File: src/rtl/mapper_pkg.sv
// Shared constants for the gen2 cartridge mapper: I/O port numbers,
// unlock FSM states and the default key/bitstream values.
package mapper_pkg;

  localparam logic [7:0] PORT_C0 = 8'hC0;
  localparam logic [7:0] PORT_C1 = 8'hC1;
  localparam logic [7:0] PORT_C2 = 8'hC2;
  localparam logic [7:0] PORT_C3 = 8'hC3;
  localparam logic [7:0] PORT_D0 = 8'hD0;
  localparam logic [7:0] PORT_D1 = 8'hD1;
  localparam logic [7:0] PORT_D2 = 8'hD2;
  localparam logic [7:0] PORT_D3 = 8'hD3;
  localparam logic [7:0] PORT_CE = 8'hCE;

  typedef enum logic [1:0] {
    WAIT_ACK = 2'd0,
    WAIT_NAK = 2'd1,
    UNLOCKED = 2'd2
  } unlock_state_e;

  localparam logic [7:0]  DEF_KEY_ACK    = 8'h5A;
  localparam logic [7:0]  DEF_KEY_NAK    = 8'hA5;
  localparam int          DEF_BITS_LEN   = 18;
  localparam logic [17:0] DEF_BITS_VAL   = {1'b0, 16'h28A0, 1'b0};
  localparam int          DEF_UNLOCK_TMO = 64;

endpackage

File: src/rtl/mapper_unlock_seq.sv
// Two-address unlock sequencer with timeout; on unlock it streams the
// console-control bitstream LSB first on so_o, idling high otherwise.
module mapper_unlock_seq
  import mapper_pkg::*;
#(
  parameter int                  BITS_LEN   = DEF_BITS_LEN,
  parameter logic [BITS_LEN-1:0] BITS_VAL   = DEF_BITS_VAL,
  parameter logic [7:0]          KEY_ACK    = DEF_KEY_ACK,
  parameter logic [7:0]          KEY_NAK    = DEF_KEY_NAK,
  parameter int                  UNLOCK_TMO = DEF_UNLOCK_TMO
) (
  input  logic       CLK,
  input  logic       RSTn,
  input  logic [7:0] addr_i,
  output logic       unlocked_o,
  output logic       so_o
);

  localparam int CNT_W = (UNLOCK_TMO > 2) ? $clog2(UNLOCK_TMO) : 1;
  localparam logic [BITS_LEN-1:0] MSB_ONE = BITS_LEN'(1) << (BITS_LEN - 1);

  unlock_state_e       state_q, state_d;
  logic [CNT_W-1:0]    cnt_q, cnt_d;
  logic [BITS_LEN-1:0] sr_q, sr_d;

  always_ff @(posedge CLK or negedge RSTn) begin
    if (!RSTn) begin
      state_q <= WAIT_ACK;
      cnt_q   <= '0;
      sr_q    <= '1;
    end else begin
      state_q <= state_d;
      cnt_q   <= cnt_d;
      sr_q    <= sr_d;
    end
  end

  always_comb begin
    state_d = state_q;
    cnt_d   = cnt_q;
    // Default is a shift with 1 fill; key-match cycles override it.
    sr_d    = (sr_q >> 1) | MSB_ONE;
    case (state_q)
      WAIT_ACK: begin
        if (addr_i == KEY_ACK) begin
          state_d = WAIT_NAK;
          cnt_d   = '0;
          sr_d    = sr_q;
        end
      end
      WAIT_NAK: begin
        if (addr_i == KEY_NAK) begin
          state_d = UNLOCKED;
          sr_d    = BITS_VAL;
        end else if (cnt_q == CNT_W'(UNLOCK_TMO - 1)) begin
          state_d = WAIT_ACK;
          cnt_d   = '0;
        end else begin
          cnt_d = cnt_q + CNT_W'(1);
        end
      end
      UNLOCKED: begin
      end
      default: begin
        state_d = WAIT_ACK;
        cnt_d   = '0;
      end
    endcase
  end

  assign unlocked_o = (state_q == UNLOCKED);
  assign so_o       = sr_q[0];

endmodule

File: src/rtl/bandai_mapper_gen2.sv
// Gen2 cartridge mapper top: unlock gate, offset/bank register file, chip-enable
// decode and high address mux. Define MAPPER_BYTEMODE_EN to add the BYTEn port (CE).
module bandai_mapper_gen2
  import mapper_pkg::*;
#(
  parameter int                  RADDR_W    = 7,
  parameter int                  BITS_LEN   = DEF_BITS_LEN,
  parameter logic [BITS_LEN-1:0] BITS_VAL   = DEF_BITS_VAL,
  parameter logic [7:0]          KEY_ACK    = DEF_KEY_ACK,
  parameter logic [7:0]          KEY_NAK    = DEF_KEY_NAK,
  parameter int                  UNLOCK_TMO = DEF_UNLOCK_TMO
) (
  input  logic               CLK,
  input  logic               RSTn,
  input  logic               CEn,
  input  logic               SSn,
  input  logic               WEn,
  input  logic               OEn,
  input  logic [7:0]         ADDR,
  input  logic [7:0]         DQ_I,
  output logic [7:0]         DQ_O,
  output logic               DQ_OE,
  output logic               SO,
  output logic               ROMCEn,
  output logic               RAMCEn,
  output logic [RADDR_W-1:0] RADDR
);

  localparam int LAO_W   = RADDR_W - 4;
  localparam int BANK_W  = RADDR_W;
  localparam bit LAO_HI  = (LAO_W > 8);
  localparam bit BANK_HI = (BANK_W > 8);
`ifdef MAPPER_BYTEMODE_EN
  localparam bit BYTEMODE = 1'b1;
`else
  localparam bit BYTEMODE = 1'b0;
`endif

  logic unlocked;

  mapper_unlock_seq #(
    .BITS_LEN  (BITS_LEN),
    .BITS_VAL  (BITS_VAL),
    .KEY_ACK   (KEY_ACK),
    .KEY_NAK   (KEY_NAK),
    .UNLOCK_TMO(UNLOCK_TMO)
  ) u_unlock (
    .CLK       (CLK),
    .RSTn      (RSTn),
    .addr_i    (ADDR),
    .unlocked_o(unlocked),
    .so_o      (SO)
  );

  function automatic logic port_impl(input logic [7:0] port);
    case (port)
      PORT_C0, PORT_C1, PORT_C2, PORT_C3: port_impl = 1'b1;
      PORT_D0:                            port_impl = LAO_HI;
      PORT_D1, PORT_D2, PORT_D3:          port_impl = BANK_HI;
      PORT_CE:                            port_impl = BYTEMODE;
      default:                            port_impl = 1'b0;
    endcase
  endfunction

  function automatic logic [15:0] merge_byte(input logic [15:0] cur, input logic hi,
                                             input logic [7:0] d);
    merge_byte = hi ? {d, cur[7:0]} : {cur[15:8], d};
  endfunction

  logic iosel;
  assign iosel = ~SSn | ~CEn;

  // Write capture: the strobe's rising edge commits whatever was seen while low.
  logic       wen_q;
  logic       wr_iosel_q;
  logic [7:0] wr_port_q;
  logic [7:0] wr_data_q;

  always_ff @(posedge CLK or negedge RSTn) begin
    if (!RSTn) begin
      wen_q      <= 1'b1;
      wr_iosel_q <= 1'b0;
      wr_port_q  <= '0;
      wr_data_q  <= '0;
    end else begin
      wen_q <= WEn;
      if (!WEn) begin
        wr_iosel_q <= iosel;
        wr_port_q  <= ADDR;
        wr_data_q  <= DQ_I;
      end
    end
  end

  logic commit;
  logic wr_hi;
  assign commit = ~wen_q & WEn & unlocked & wr_iosel_q & port_impl(wr_port_q);
  assign wr_hi  = (wr_port_q[7:4] == 4'hD);

  logic [LAO_W-1:0] lao_q, lao_d;
  logic [15:0]      lao_x;
  assign lao_x = 16'(lao_q);

  always_comb begin
    lao_d = lao_q;
    if (commit && wr_port_q[3:0] == 4'h0)
      lao_d = LAO_W'(merge_byte(lao_x, wr_hi, wr_data_q));
  end

  always_ff @(posedge CLK or negedge RSTn) begin
    if (!RSTn) lao_q <= '1;
    else       lao_q <= lao_d;
  end

  // Index 0 = RAMB (C1/D1), 1 = ROMB0 (C2/D2), 2 = ROMB1 (C3/D3).
  logic [2:0][BANK_W-1:0] bank_vec;
  logic [2:0][15:0]       bank_x;

  genvar gi;
  generate
    for (gi = 0; gi < 3; gi++) begin : g_bank
      logic [BANK_W-1:0] bank_q, bank_d;

      always_comb begin
        bank_d = bank_q;
        if (commit && wr_port_q[3:0] == 4'(gi + 1))
          bank_d = BANK_W'(merge_byte(16'(bank_q), wr_hi, wr_data_q));
      end

      always_ff @(posedge CLK or negedge RSTn) begin
        if (!RSTn) bank_q <= '1;
        else       bank_q <= bank_d;
      end

      assign bank_vec[gi] = bank_q;
      assign bank_x[gi]   = 16'(bank_q);
    end
  endgenerate

`ifdef MAPPER_BYTEMODE_EN
  logic byten_q, byten_d;

  always_comb begin
    byten_d = byten_q;
    if (commit && wr_port_q == PORT_CE) byten_d = ~wr_data_q[0];
  end

  always_ff @(posedge CLK or negedge RSTn) begin
    if (!RSTn) byten_q <= 1'b1;
    else       byten_q <= byten_d;
  end
`endif

  logic [7:0] rd_byte;

  always_comb begin
    rd_byte = 8'h00;
    case (ADDR)
      PORT_C0: rd_byte = lao_x[7:0];
      PORT_D0: rd_byte = lao_x[15:8];
      PORT_C1: rd_byte = bank_x[0][7:0];
      PORT_D1: rd_byte = bank_x[0][15:8];
      PORT_C2: rd_byte = bank_x[1][7:0];
      PORT_D2: rd_byte = bank_x[1][15:8];
      PORT_C3: rd_byte = bank_x[2][7:0];
      PORT_D3: rd_byte = bank_x[2][15:8];
`ifdef MAPPER_BYTEMODE_EN
      PORT_CE: rd_byte = {7'b0, byten_q};
`endif
      default: rd_byte = 8'h00;
    endcase
  end

  assign DQ_OE = unlocked & iosel & ~OEn & WEn & port_impl(ADDR);
  assign DQ_O  = DQ_OE ? rd_byte : 8'h00;

  logic [3:0] win;
  logic       rce;
  logic       ram_win;
  logic       rom_win;
  logic       ram_as_rom;

  assign win     = ADDR[7:4];
  assign rce     = unlocked & SSn & ~CEn;
  assign ram_win = (win == 4'd1);
  assign rom_win = (win >= 4'd2);
`ifdef MAPPER_BYTEMODE_EN
  // Byte mode maps the RAM window onto ROM while keeping the RAMB bank.
  assign ram_as_rom = ram_win & ~byten_q;
`else
  assign ram_as_rom = 1'b0;
`endif

  assign RAMCEn = ~(rce & ram_win & ~ram_as_rom);
  assign ROMCEn = ~(rce & (rom_win | ram_as_rom));

  always_comb begin
    RADDR = '0;
    if (rce) begin
      case (win)
        4'd0:    RADDR = '0;
        4'd1:    RADDR = bank_vec[0];
        4'd2:    RADDR = bank_vec[1];
        4'd3:    RADDR = bank_vec[2];
        default: RADDR = {lao_q, win};
      endcase
    end
  end

endmodule

File: config.mk
export PLATFORM = sky130hd
export DESIGN_NAME = bandai_mapper_gen2
export DESIGN_NICKNAME = d
export VERILOG_FILES = /design/src/rtl/mapper_pkg.sv /design/src/rtl/mapper_unlock_seq.sv /design/src/rtl/bandai_mapper_gen2.sv
export SDC_FILE = /design/constraint.sdc
export NUM_CORES = 1
export LEC_CHECK = 0
export CORE_UTILIZATION = 45
export DETAILED_ROUTE_END_ITERATION = 10
export GPL_TIMING_DRIVEN = 0
export PLACE_DENSITY = 0.65
export SYNTH_ARGS = -nofsm -noshare
export SYNTH_HDL_FRONTEND = slang
export SYNTH_SLANG_ARGS = --single-unit
File: constraint.sdc
create_clock -name CLK -period 3.32 [get_ports CLK]
set_input_delay 0.332 -clock CLK [delete_from_list [all_inputs] [get_ports CLK]]
set_output_delay 0.332 -clock CLK [all_outputs]
set_load 0.005 [all_outputs]
==> flow_metrics.env <==
export IMPL_synth_commonest_cells="43 x dfstp_2, 42 x mux2_2, 24 x dfrtp_1"
export IMPL_crit_buf_inv=2
export IMPL_cap_violations=0
export IMPL_hold_class="input port to async pin"
export IMPL_n_antenna_cell=0
export IMPL_ir_drop_mv=0.2794
export IMPL_nets=338
export IMPL_syn_area_per_cell_um2=12.66
export IMPL_rsz0062_at_grt="false"
export IMPL_std_cell_rows=31
export IMPL_design_area_mm2=0.004059
export IMPL_core_area_mm2=0.007253
export IMPL_cts_made_buffers=9
export IMPL_crit_chain="clkdlybuf4s50_1, nor3b_1, nand4_1, nor2b_1, clkdlybuf4s50_1"
export IMPL_synthTopCellsByArea="dfstp_2 33%, dfrtp_1 18%, mux2_2 14%"
export IMPL_synth_fp_nets=290
export IMPL_post_cts_buffers=0
export IMPL_clkPwrFrac_pct=38.1
export IMPL_grt_usage_pct=20.88
export IMPL_num_vias=2285
export IMPL_yosysSeqAreaShare_pct=51.20
export IMPL_grt_max_degree=68
export IMPL_crit_top_cell="clkdlybuf4s50_1"
export IMPL_drive_gt1_share_pct=40.63
export IMPL_ctsHoldBuffers=0
export IMPL_area_growth_pct=20.10
export IMPL_clkLatencyLatePin_ns=0.35
export IMPL_setup_worst_path_start_class="input port"
export IMPL_die_area_mm2=0.007861
export IMPL_min_period_ns=3.064
export IMPL_post_route_period_util_pct=92.28
export IMPL_power_frac_seq_pct=53.1
export IMPL_cts_max_level=3
export IMPL_synth_edff_count=0
export IMPL_cpMaxStageDelayCell="clkdlybuf4s50_1"
export IMPL_wire_per_inst_um=17.28
export IMPL_crit_family="simple AND/OR/NAND/NOR gates"
export IMPL_crit_required_ns=2.99
export IMPL_drv_slew=0
export IMPL_endpoint_kind="primary output"
export IMPL_grt_pass1_wl_um=11960
export IMPL_finalNonFillerCells=419
export IMPL_yosysUniqueCellTypes=49
export IMPL_routabilityCongestion=0.7951
export IMPL_hpwl_um=4948
export IMPL_power_density_mw_per_mm2=410.7
export IMPL_grt_overflow_total=0
export IMPL_yosysTopAreaCell="dfstp_2"
export IMPL_drtAntennaViolNets=0
export IMPL_yosysMostFrequentCell="dfstp_2"
export IMPL_ys_async_sr_fraction_pct=100.0
export IMPL_relSlewSlack_pct=45.13
export IMPL_final_setup_tns_ns=0
export IMPL_skew_ns=0.008561
export IMPL_cts_buffer_depth=2
export IMPL_initial_utilization_pct=46.59
export IMPL_status="completed"
export IMPL_grt_pass1_vias=2275
export IMPL_combPwrFrac_pct=8.8
export IMPL_drt_initial_drc_count=109
export IMPL_switchingPower_uw=416.7
export IMPL_antenna_found_initial=0
export IMPL_finalPower_mw=1.667
export IMPL_cts_sinks=67
export IMPL_numPortBuffers=37
export IMPL_fmax_mhz=326.4
export IMPL_clock_root_buffer="clkbuf_8"
export IMPL_syn_cell_area_mm2=0.003379
export IMPL_criticalPathCategory="input port to primary output"
export IMPL_synth_warnings=0
export IMPL_dieHeight_um=88.66
export IMPL_clkTransAtPathRegs_ns=0.08
export IMPL_dpl_cell_count=403
export IMPL_cts_tree="done"
export IMPL_place_area_mm2=0.003871
export IMPL_whs_ns=0.06920
export IMPL_viasPerCell=5.453
export IMPL_synth_top_area_share_pct=33.43
export IMPL_hold_viol=0
export IMPL_cellLeakagePower_nw=1.678
export IMPL_crit_path_max_fanout=8
export IMPL_drt_wl_total_um=7240
export IMPL_fp_dieW_um=88.66
export IMPL_synth_cells=267
export IMPL_ys_flop_type="dfstp_2"
export IMPL_setup_viol=0
export IMPL_ys_ff_latch=67
export IMPL_fillers=640
export IMPL_arrival_ns=2.73
export IMPL_ctsResizeCount=0
export IMPL_top_level_ports=41
export IMPL_critPathMaxStageDelay_ns=0.59
export IMPL_switching_share_pct=24.99
export IMPL_p_int_mw=1.250
export IMPL_dr_pass1_iters=5
export IMPL_drcViolationCount=0
export IMPL_worstMarginPinSlew_ns=0.8230
[area by class of cell]
cell class                 instances  area [µm²]  share of cell area (%)
inverter                           8       30.03                  0.7398
multi-input combinational        178        1524                   37.55
tap                               99       123.9                   3.052
sequential                        67        1730                   42.63
clock inverter                     6       38.79                  0.9556
timing repair buffer              37       367.9                   9.063
buffer                            14       95.09                   2.343
clock buffer                      10       148.9                   3.668
[registers in the layout, indices dropped and copies added (netlist names)]
register and flops:
g_bank.bank_q 21, lao_q 3, u_unlock.cnt_q 6, u_unlock.sr_q 18
u_unlock.state_q 2, wen_q 1, wr_data_q 7, wr_iosel_q 1
wr_port_q 8
[metal layers]
layer / global-route usage (%) / vias up / share of wire [%]
li1: - / 1080 / -
met5: 0 / - / 0
met1: 27.77 / 1155 / 47
met4: 7.478 / 0 / 0.70
met3: 5.131 / 6 / 3.8
met2: 33.29 / 44 / 49
[power by group through the flow]
stage	combinational, mW	clock, mW	sequential, mW
global placement	0.148	0	0.897
global route	0.161	0.696	0.890
detailed placement	0.149	0	0.898
CTS	0.150	0.663	0.885
floorplan	0.0825	0	0.889
finish	0.147	0.636	0.885
[kinds of logic (layout without fill, tap and decap cells)]
| logic type | Yosys count | in the layout | share of synthesized area [%] |
|---|---|---|---|
| flops | 67 | 67 | 51.20 |
| mux | 54 | 54 | 19.70 |
| simple gates | 74 | 74 | 14.18 |
| fa+ha+maj | 1 | 1 | 0.3702 |
| buf+inv | 22 | 75 | 3.702 |
| other cells | 1 | 1 | 0.1110 |
| compound gates | 48 | 48 | 10.74 |
[cell usage in the layout, fill, tap and decap left out, types with 4 or more instances in the layout]
master,count
dfstp_2,43
mux2_2,42
clkdlybuf4s50_1,36
dfrtp_1,24
nor2_1,13
a22o_1,13
nand2_1,11
clkbuf_8,9
inv_1,8
a22oi_1,8
nor2b_1,7
o21ai_0,7
mux2_4,7
nand3_1,6
buf_4,5
nand2b_1,5
buf_2,4
nor3_1,4
nand3b_1,4
o22a_1,4
[path summary, 6_finish.rpt]
check,from,to,slack [ns],depth (start not counted)
max in group asynchronous,RSTn,wr_data_q[2],2.70,1
worst max-delay path,ADDR[6],DQ_O[1],0.26,5
worst min-delay path,RSTn,u_unlock.cnt_q[0],0.07,1
min in group CLK,WEn,wen_q,0.41,1
worst max register to register,u_unlock.state_q[0],g_bank[0].bank_q[2],1.43,4
worst min register to register,u_unlock.sr_q[17],u_unlock.sr_q[17],0.47,2
[metrics by stage]
stage	worst slack (ns)	util, %
global route	0.1210	55.96
finish	0.2564	55.96
CTS	0.2319	55.96
floorplan	1.605	-
global placement	-0.2473	53.41
detailed placement	0.2528	53.37
(Power assumes the default switching activity.)
